[config.mk]
export PLATFORM = sky130hd
export DESIGN_NAME = wb_spi_bridge_flat
export DESIGN_NICKNAME = d
export VERILOG_FILES = /design/src/rtl/wb_spi_bridge_if.sv /design/src/rtl/wb_spi_bridge.sv /design/src/flat_wrapper.sv
export SDC_FILE = /design/constraint.sdc
export NUM_CORES = 1
export LEC_CHECK = 0
export ABC_CLOCK_PERIOD_IN_PS = 2000
export CAP_MARGIN = 15
export CORE_MARGIN = 4
export CORE_UTILIZATION = 42
export CTS_CLUSTER_SIZE = 30
export DETAILED_ROUTE_END_ITERATION = 7
export HOLD_SLACK_MARGIN = 0.03
export PLACE_DENSITY = 0.79
export SYNTH_ARGS = -nofsm -noshare
export SYNTH_HDL_FRONTEND = slang
export SYNTH_SLANG_ARGS = --single-unit
[constraint.sdc]
create_clock -name wb_clk_i -period 2 [get_ports wb_clk_i]
set_input_delay 0.5 -clock wb_clk_i [delete_from_list [all_inputs] [get_ports wb_clk_i]]
set_output_delay 0.5 -clock wb_clk_i [all_outputs]
set_load 0.02 [all_outputs]
[src/rtl/wb_spi_bridge_if.sv]
// Signal bundle for the Wishbone-to-SPI-core bridge: the upstream (s_*) and downstream (m_*) buses.
// The slave modport is the bridge's view. The master modport is the surrounding system's view.
interface wb_spi_bridge_if;
  // upstream Wishbone, driven by the I2C-to-Wishbone master
  logic       s_cyc_i;
  logic       s_stb_i;
  logic       s_we_i;
  logic [7:0] s_adr_i;
  logic [3:0] s_sel_i;
  logic [7:0] s_dat_i;
  logic [7:0] s_dat_o;
  logic       s_ack_o;
  logic       s_err_o;
  logic       s_rty_o;

  // downstream Wishbone to the SPI core
  logic       m_cyc_o;
  logic       m_stb_o;
  logic       m_we_o;
  logic [1:0] m_adr_o;
  logic [7:0] m_dat_o;
  logic [7:0] m_dat_i;
  logic       m_ack_i;

  modport slave (
    input  s_cyc_i, s_stb_i, s_we_i, s_adr_i, s_sel_i, s_dat_i, m_dat_i, m_ack_i,
    output s_dat_o, s_ack_o, s_err_o, s_rty_o, m_cyc_o, m_stb_o, m_we_o, m_adr_o, m_dat_o
  );

  modport master (
    output s_cyc_i, s_stb_i, s_we_i, s_adr_i, s_sel_i, s_dat_i, m_dat_i, m_ack_i,
    input  s_dat_o, s_ack_o, s_err_o, s_rty_o, m_cyc_o, m_stb_o, m_we_o, m_adr_o, m_dat_o
  );
endinterface

[src/rtl/wb_spi_bridge.sv]
// Forwards upstream Wishbone accesses to a 4-register SPI core window, with a downstream ack timeout.
// All outputs are registered. Address misses and timeouts terminate upstream with an error.
module wb_spi_bridge #(
  parameter logic [7:0] BASE_ADDR = 8'h00,
  parameter logic [7:0] TIMEOUT   = 8'd255
) (
  input  logic               wb_clk_i,
  input  logic               wb_rst_i,
  wb_spi_bridge_if.slave     bus
);

  localparam logic [1:0] IDLE = 2'd0;
  localparam logic [1:0] FWD  = 2'd1;
  localparam logic [1:0] RESP = 2'd2;

  logic [1:0] state;
  logic [7:0] cnt;
  logic       aborted;
  logic       req;
  logic       hit;
  logic       fwd_done;
  logic       upstream_gone;
  logic       unused_sel;

  assign req           = bus.s_cyc_i & bus.s_stb_i;
  assign hit           = (bus.s_adr_i[7:2] == BASE_ADDR[7:2]) & bus.s_sel_i[0];
  // an ack in the timeout cycle still counts as a normal completion
  assign fwd_done      = bus.m_ack_i | (cnt == TIMEOUT);
  assign upstream_gone = aborted | ~bus.s_cyc_i;
  assign unused_sel    = ^bus.s_sel_i[3:1];

  assign bus.s_rty_o = 1'b0;

  // NOTE: every register here is assigned with <= so all updates take effect together at the clock edge.
  always_ff @(posedge wb_clk_i) begin
    if (!wb_rst_i) begin
      state       <= IDLE;
      cnt         <= 8'd0;
      aborted     <= 1'b0;
      bus.s_dat_o <= 8'h00;
      bus.s_ack_o <= 1'b0;
      bus.s_err_o <= 1'b0;
      bus.m_cyc_o <= 1'b0;
      bus.m_stb_o <= 1'b0;
      bus.m_we_o  <= 1'b0;
      bus.m_adr_o <= 2'b00;
      bus.m_dat_o <= 8'h00;
    end else begin
      // terminations are single-cycle pulses unless re-asserted below
      bus.s_ack_o <= 1'b0;
      bus.s_err_o <= 1'b0;

      case (state)
        IDLE: begin
          if (req) begin
            if (hit) begin
              bus.m_cyc_o <= 1'b1;
              bus.m_stb_o <= 1'b1;
              bus.m_we_o  <= bus.s_we_i;
              bus.m_adr_o <= bus.s_adr_i[1:0];
              bus.m_dat_o <= bus.s_dat_i;
              cnt         <= 8'd0;
              aborted     <= 1'b0;
              state       <= FWD;
            end else begin
              bus.s_err_o <= 1'b1;
              state       <= RESP;
            end
          end
        end

        FWD: begin
          if (fwd_done) begin
            bus.m_cyc_o <= 1'b0;
            bus.m_stb_o <= 1'b0;
            if (upstream_gone) begin
              // upstream abandoned the cycle: finish quietly, nothing to answer
              state <= IDLE;
            end else begin
              if (bus.m_ack_i) begin
                bus.s_ack_o <= 1'b1;
                if (!bus.m_we_o) bus.s_dat_o <= bus.m_dat_i;
              end else begin
                bus.s_err_o <= 1'b1;
              end
              state <= RESP;
            end
          end else begin
            cnt <= cnt + 8'd1;
            if (!bus.s_cyc_i) aborted <= 1'b1;
          end
        end

        RESP: begin
          // wait for the strobe to drop so one strobe never yields two downstream cycles
          if (!bus.s_stb_i) state <= IDLE;
        end

        default: state <= IDLE;
      endcase
    end
  end

endmodule
[src/flat_wrapper.sv]
// flat-port wrapper written by rule: the top's interface ports become plain ports
module wb_spi_bridge_flat 
#(
  parameter logic [7:0] BASE_ADDR = 8'h00,
  parameter logic [7:0] TIMEOUT   = 8'd255
)
  (wb_clk_i, wb_rst_i, bus_s_cyc_i, bus_s_stb_i, bus_s_we_i, bus_s_adr_i, bus_s_sel_i, bus_s_dat_i, bus_m_dat_i, bus_m_ack_i, bus_s_dat_o, bus_s_ack_o, bus_s_err_o, bus_s_rty_o, bus_m_cyc_o, bus_m_stb_o, bus_m_we_o, bus_m_adr_o, bus_m_dat_o);
  wb_spi_bridge_if bus_i ();
  input  logic wb_clk_i;
  input  logic wb_rst_i;
  input wire logic [$bits(bus_i.s_cyc_i)-1:0] bus_s_cyc_i;
  input wire logic [$bits(bus_i.s_stb_i)-1:0] bus_s_stb_i;
  input wire logic [$bits(bus_i.s_we_i)-1:0] bus_s_we_i;
  input wire logic [$bits(bus_i.s_adr_i)-1:0] bus_s_adr_i;
  input wire logic [$bits(bus_i.s_sel_i)-1:0] bus_s_sel_i;
  input wire logic [$bits(bus_i.s_dat_i)-1:0] bus_s_dat_i;
  input wire logic [$bits(bus_i.m_dat_i)-1:0] bus_m_dat_i;
  input wire logic [$bits(bus_i.m_ack_i)-1:0] bus_m_ack_i;
  output wire logic [$bits(bus_i.s_dat_o)-1:0] bus_s_dat_o;
  output wire logic [$bits(bus_i.s_ack_o)-1:0] bus_s_ack_o;
  output wire logic [$bits(bus_i.s_err_o)-1:0] bus_s_err_o;
  output wire logic [$bits(bus_i.s_rty_o)-1:0] bus_s_rty_o;
  output wire logic [$bits(bus_i.m_cyc_o)-1:0] bus_m_cyc_o;
  output wire logic [$bits(bus_i.m_stb_o)-1:0] bus_m_stb_o;
  output wire logic [$bits(bus_i.m_we_o)-1:0] bus_m_we_o;
  output wire logic [$bits(bus_i.m_adr_o)-1:0] bus_m_adr_o;
  output wire logic [$bits(bus_i.m_dat_o)-1:0] bus_m_dat_o;
  assign bus_i.s_cyc_i = bus_s_cyc_i;
  assign bus_i.s_stb_i = bus_s_stb_i;
  assign bus_i.s_we_i = bus_s_we_i;
  assign bus_i.s_adr_i = bus_s_adr_i;
  assign bus_i.s_sel_i = bus_s_sel_i;
  assign bus_i.s_dat_i = bus_s_dat_i;
  assign bus_i.m_dat_i = bus_m_dat_i;
  assign bus_i.m_ack_i = bus_m_ack_i;
  assign bus_s_dat_o = bus_i.s_dat_o;
  assign bus_s_ack_o = bus_i.s_ack_o;
  assign bus_s_err_o = bus_i.s_err_o;
  assign bus_s_rty_o = bus_i.s_rty_o;
  assign bus_m_cyc_o = bus_i.m_cyc_o;
  assign bus_m_stb_o = bus_i.m_stb_o;
  assign bus_m_we_o = bus_i.m_we_o;
  assign bus_m_adr_o = bus_i.m_adr_o;
  assign bus_m_dat_o = bus_i.m_dat_o;
  wb_spi_bridge #(.BASE_ADDR(BASE_ADDR), .TIMEOUT(TIMEOUT)) u_core (.wb_clk_i(wb_clk_i), .wb_rst_i(wb_rst_i), .bus(bus_i));
endmodule
==> flow_summary_export.csv <==
group,metric,value,unit
yosys,ys_ff_latch,33,
die,dieArea,4390,µm²
die,io_pins,58,
route,num_vias,1371,
job,maxCapViolations,0,
sta,rsz0062_at_grt,"false",
yosys,synth_area,1430,µm²
clock_network,root_buffer,"clkbuf_4",
worst_setup_path,reg2regPathDepth,4,
power,combinationalPowerShare,0.082,
sta,fin_skew,4.19,ps
global_route,met3_usage,0.0714,
power,p_clk_frac,0.407,
finish,final_common_cell,"clkdlybuf4s50_1",
worst_setup_path,path_max_fanout,3,
place,io_buffers,53,
worst_setup_path,startpoint,"bus_m_ack_i",
global_route,first_global_vias,1374,
die,num_rows,20,
sta,setup_violations,0,
yosys,synth_nets,189,
worst_setup_path,crit_path_end_kind,"flop",
worst_setup_path,r2r-end,"u_core.cnt[5]",
yosys,yosys.cell_types.count,37,
worst_setup_path,endpoint,"u_core.cnt[5]",
worst_setup_path,arrival,2110,ps
route,via_per_inst,5.27,
worst_setup_path,critical_path_class,"in -> reg",
finish,antenna_cells,0,
place,post_dp_cell_area,2040,µm²
clock_network,numCtsBuffers,5,
clock_network,post_cts_buffers,0,
clock_network,clk_latency,330,ps
route,routedWlPerCell,14.2,µm
global_route,top_usage_layer,"met2",
global_route,gr-usage-all-layers,0.184,
power,p_sw,279,µW
die,die_w,66.3,µm
route,antenna_left,0,
power,pwr-share-seq,0.511,
yosys,syn_inst,154,
worst_setup_path,r2r_slack,260,ps
finish,syn2layout_area_growth,49.5,%
place,gp_congestion,0.855,
clock_network,cts_tree,"built",
global_route,grt_remaining_overflow,0,
yosys,yosysSeqAreaShare,0.463,
route,drtIter0Drc,94,
clock_network,clk_path_buf_depth,2,
die,core,3150,µm²
sta,slew_violations,0,
power,internal_power,1030,µW
worst_setup_path,required,2280,ps
global_route,met2_usage,0.323,
route,firstDrtPassIters,4,
clock_network,cts_hold_buf,0,
die,start_util,0.452,
worst_setup_path,r2r_start,"u_core.state[0]",
finish,final_util,0.676,
yosys,avgSynthCellArea,9.26,µm²
place,dpl.hpwl,2720,µm
route,drc,0,
yosys,yosys_warnings,0,
clock_network,cts_num_sinks,33,
sta,fin_crit_sh,0.918,
sta,holdWs,488,ps
power,ir_worst_vdd,0.465,mV
global_route,antenna_found_initial,0,
global_route,grt_pass1_wl,6150,µm
finish,final_area,2130,µm²
clock_network,clkTransAtPathRegs,110,ps
die,dieHeight,66.3,µm
clock_network,htreeDepth,2,
power,p_leak,0.000901,µW
clock_network,cts-resized-gates,0,
finish,nNetsFinal,250,
global_route,met1_usage,0.197,
route,wl,3680,µm
finish,layout_common_cells,"clkdlybuf4s50_1, dfxtp_1, nor2_1",
power,powerDensity,613,nW/µm²
finish,layout-drive-gt1-share,0.111,
sta,max_freq,545,MHz
sta,hold_viol,0,
run_status,outcome,"finished clean",
sta,finalCriticalPeriod,1840,ps
min_path,hold_class,"reg -> reg",
worst_setup_path,startpoint_type,"input port",
power,p_sw_frac,0.214,
global_route,grt_max_degree,26,
-- flip-flops by register name, indices dropped and copies added, names as in the netlist --
name and cells:
u_core.state 2, u_core.bus.m_adr_o 2, u_core.bus.s_err_o 1, u_core.aborted 1, u_core.bus.m_cyc_o 1, u_core.cnt 8, u_core.bus.s_dat_o 8, u_core.bus.m_we_o 1
u_core.bus.s_ack_o 1, u_core.bus.m_dat_o 8
-- logic make-up after synthesis --
family,Yosys count,synth area share
buffers and inverters,13,0.0474
multiplexers,19,0.133
other,1,0.00263
flip-flops,33,0.463
AND/OR/NAND/NOR,57,0.207
AO/OA/AOI/OAI,30,0.138
adder cells (fa/ha/maj),1,0.00877
-- cell type report --
| class | count | area, µm² |
|---|---|---|
| clock buffer | 6 | 51.3 |
| clock inverter | 2 | 37.5 |
| fill | 261 | 1020 |
| inverter | 5 | 18.8 |
| multi-input combinational | 108 | 698 |
| sequential | 33 | 661 |
| tap | 44 | 55.1 |
| timing repair buffer | 62 | 611 |
-- synthesized netlist by cell type (all sizes together) --
master	number	share of area
a21oi	13	0.046
buf	6	0.029
nand4	1	0.0044
and4bb	2	0.018
dfxtp	33	0.46
ha	1	0.0088
or3b	1	0.0061
and3	2	0.0088
nand2	6	0.016
o21a	3	0.016
a32oi	1	0.0061
nand4b	1	0.0061
o211ai	1	0.0053
mux2i	19	0.13
o31ai	2	0.011
conb	1	0.0026
or2b	1	0.0053
or3	1	0.0053
nor4b	1	0.0061
o221a	1	0.0079
or4	1	0.0053
o21ai	5	0.018
o22ai	1	0.0044
nand3b	1	0.0053
o21bai	1	0.013
clkbuf	2	0.0053
nor2	23	0.061
or4b	1	0.0070
nand3	8	0.028
o21ba	1	0.0070
inv	4	0.011
nor3	6	0.021
nand2b	1	0.0044
clkinv	1	0.0026
a31oi	1	0.0044
-- how the worst min path moves through the flow --
stage / from / end / slack (ps) / cells past startpoint
floorplan: u_core.aborted / u_core.aborted / 430 / 2
global placement: u_core.aborted / u_core.aborted / 450 / 2
detailed placement: u_core.aborted / u_core.aborted / 470 / 2
CTS: u_core.aborted / u_core.aborted / 500 / 2
global route: u_core.aborted / u_core.aborted / 540 / 2
finish: u_core.aborted / u_core.aborted / 490 / 2
-- routing by layer --
layer / part of all wire / up-vias / routed length (µm)
met4: 0.013 / 0 / 48
met1: 0.40 / 642 / 1450
met5: 0 / - / 0
met2: 0.51 / 57 / 1860
met3: 0.085 / 7 / 312
li1: - / 665 / -
-- worst max-delay path: stages --
cell and delay (ps):
clkdlybuf4s50_1 420, or3b_1 390, o21bai_4 190, or4_1 470
a21oi_1 150
-- power by group through the flow --
stage          clock network, µW  registers [µW]  logic, µW
2_1_floorplan                  0             680       38.8
3_3_place_gp                   0             683        104
3_5_place_dp                   0             683        106
4_1_cts                      542             669        107
5_1_grt                      574             671        115
6_report                     532             669        107
-- through the flow --
stage	worst slack, ps	setup TNS, ps	std cells	total power (µW)
after detailed placement	-167	-307	252	790
after global routing	112	0	260	1360
final	164	0	260	1310
after global placement	-166	-404	252	787
after CTS	160	0	260	1320
after floorplan	269	0	154	718
Power figures use the tool's default switching activity.
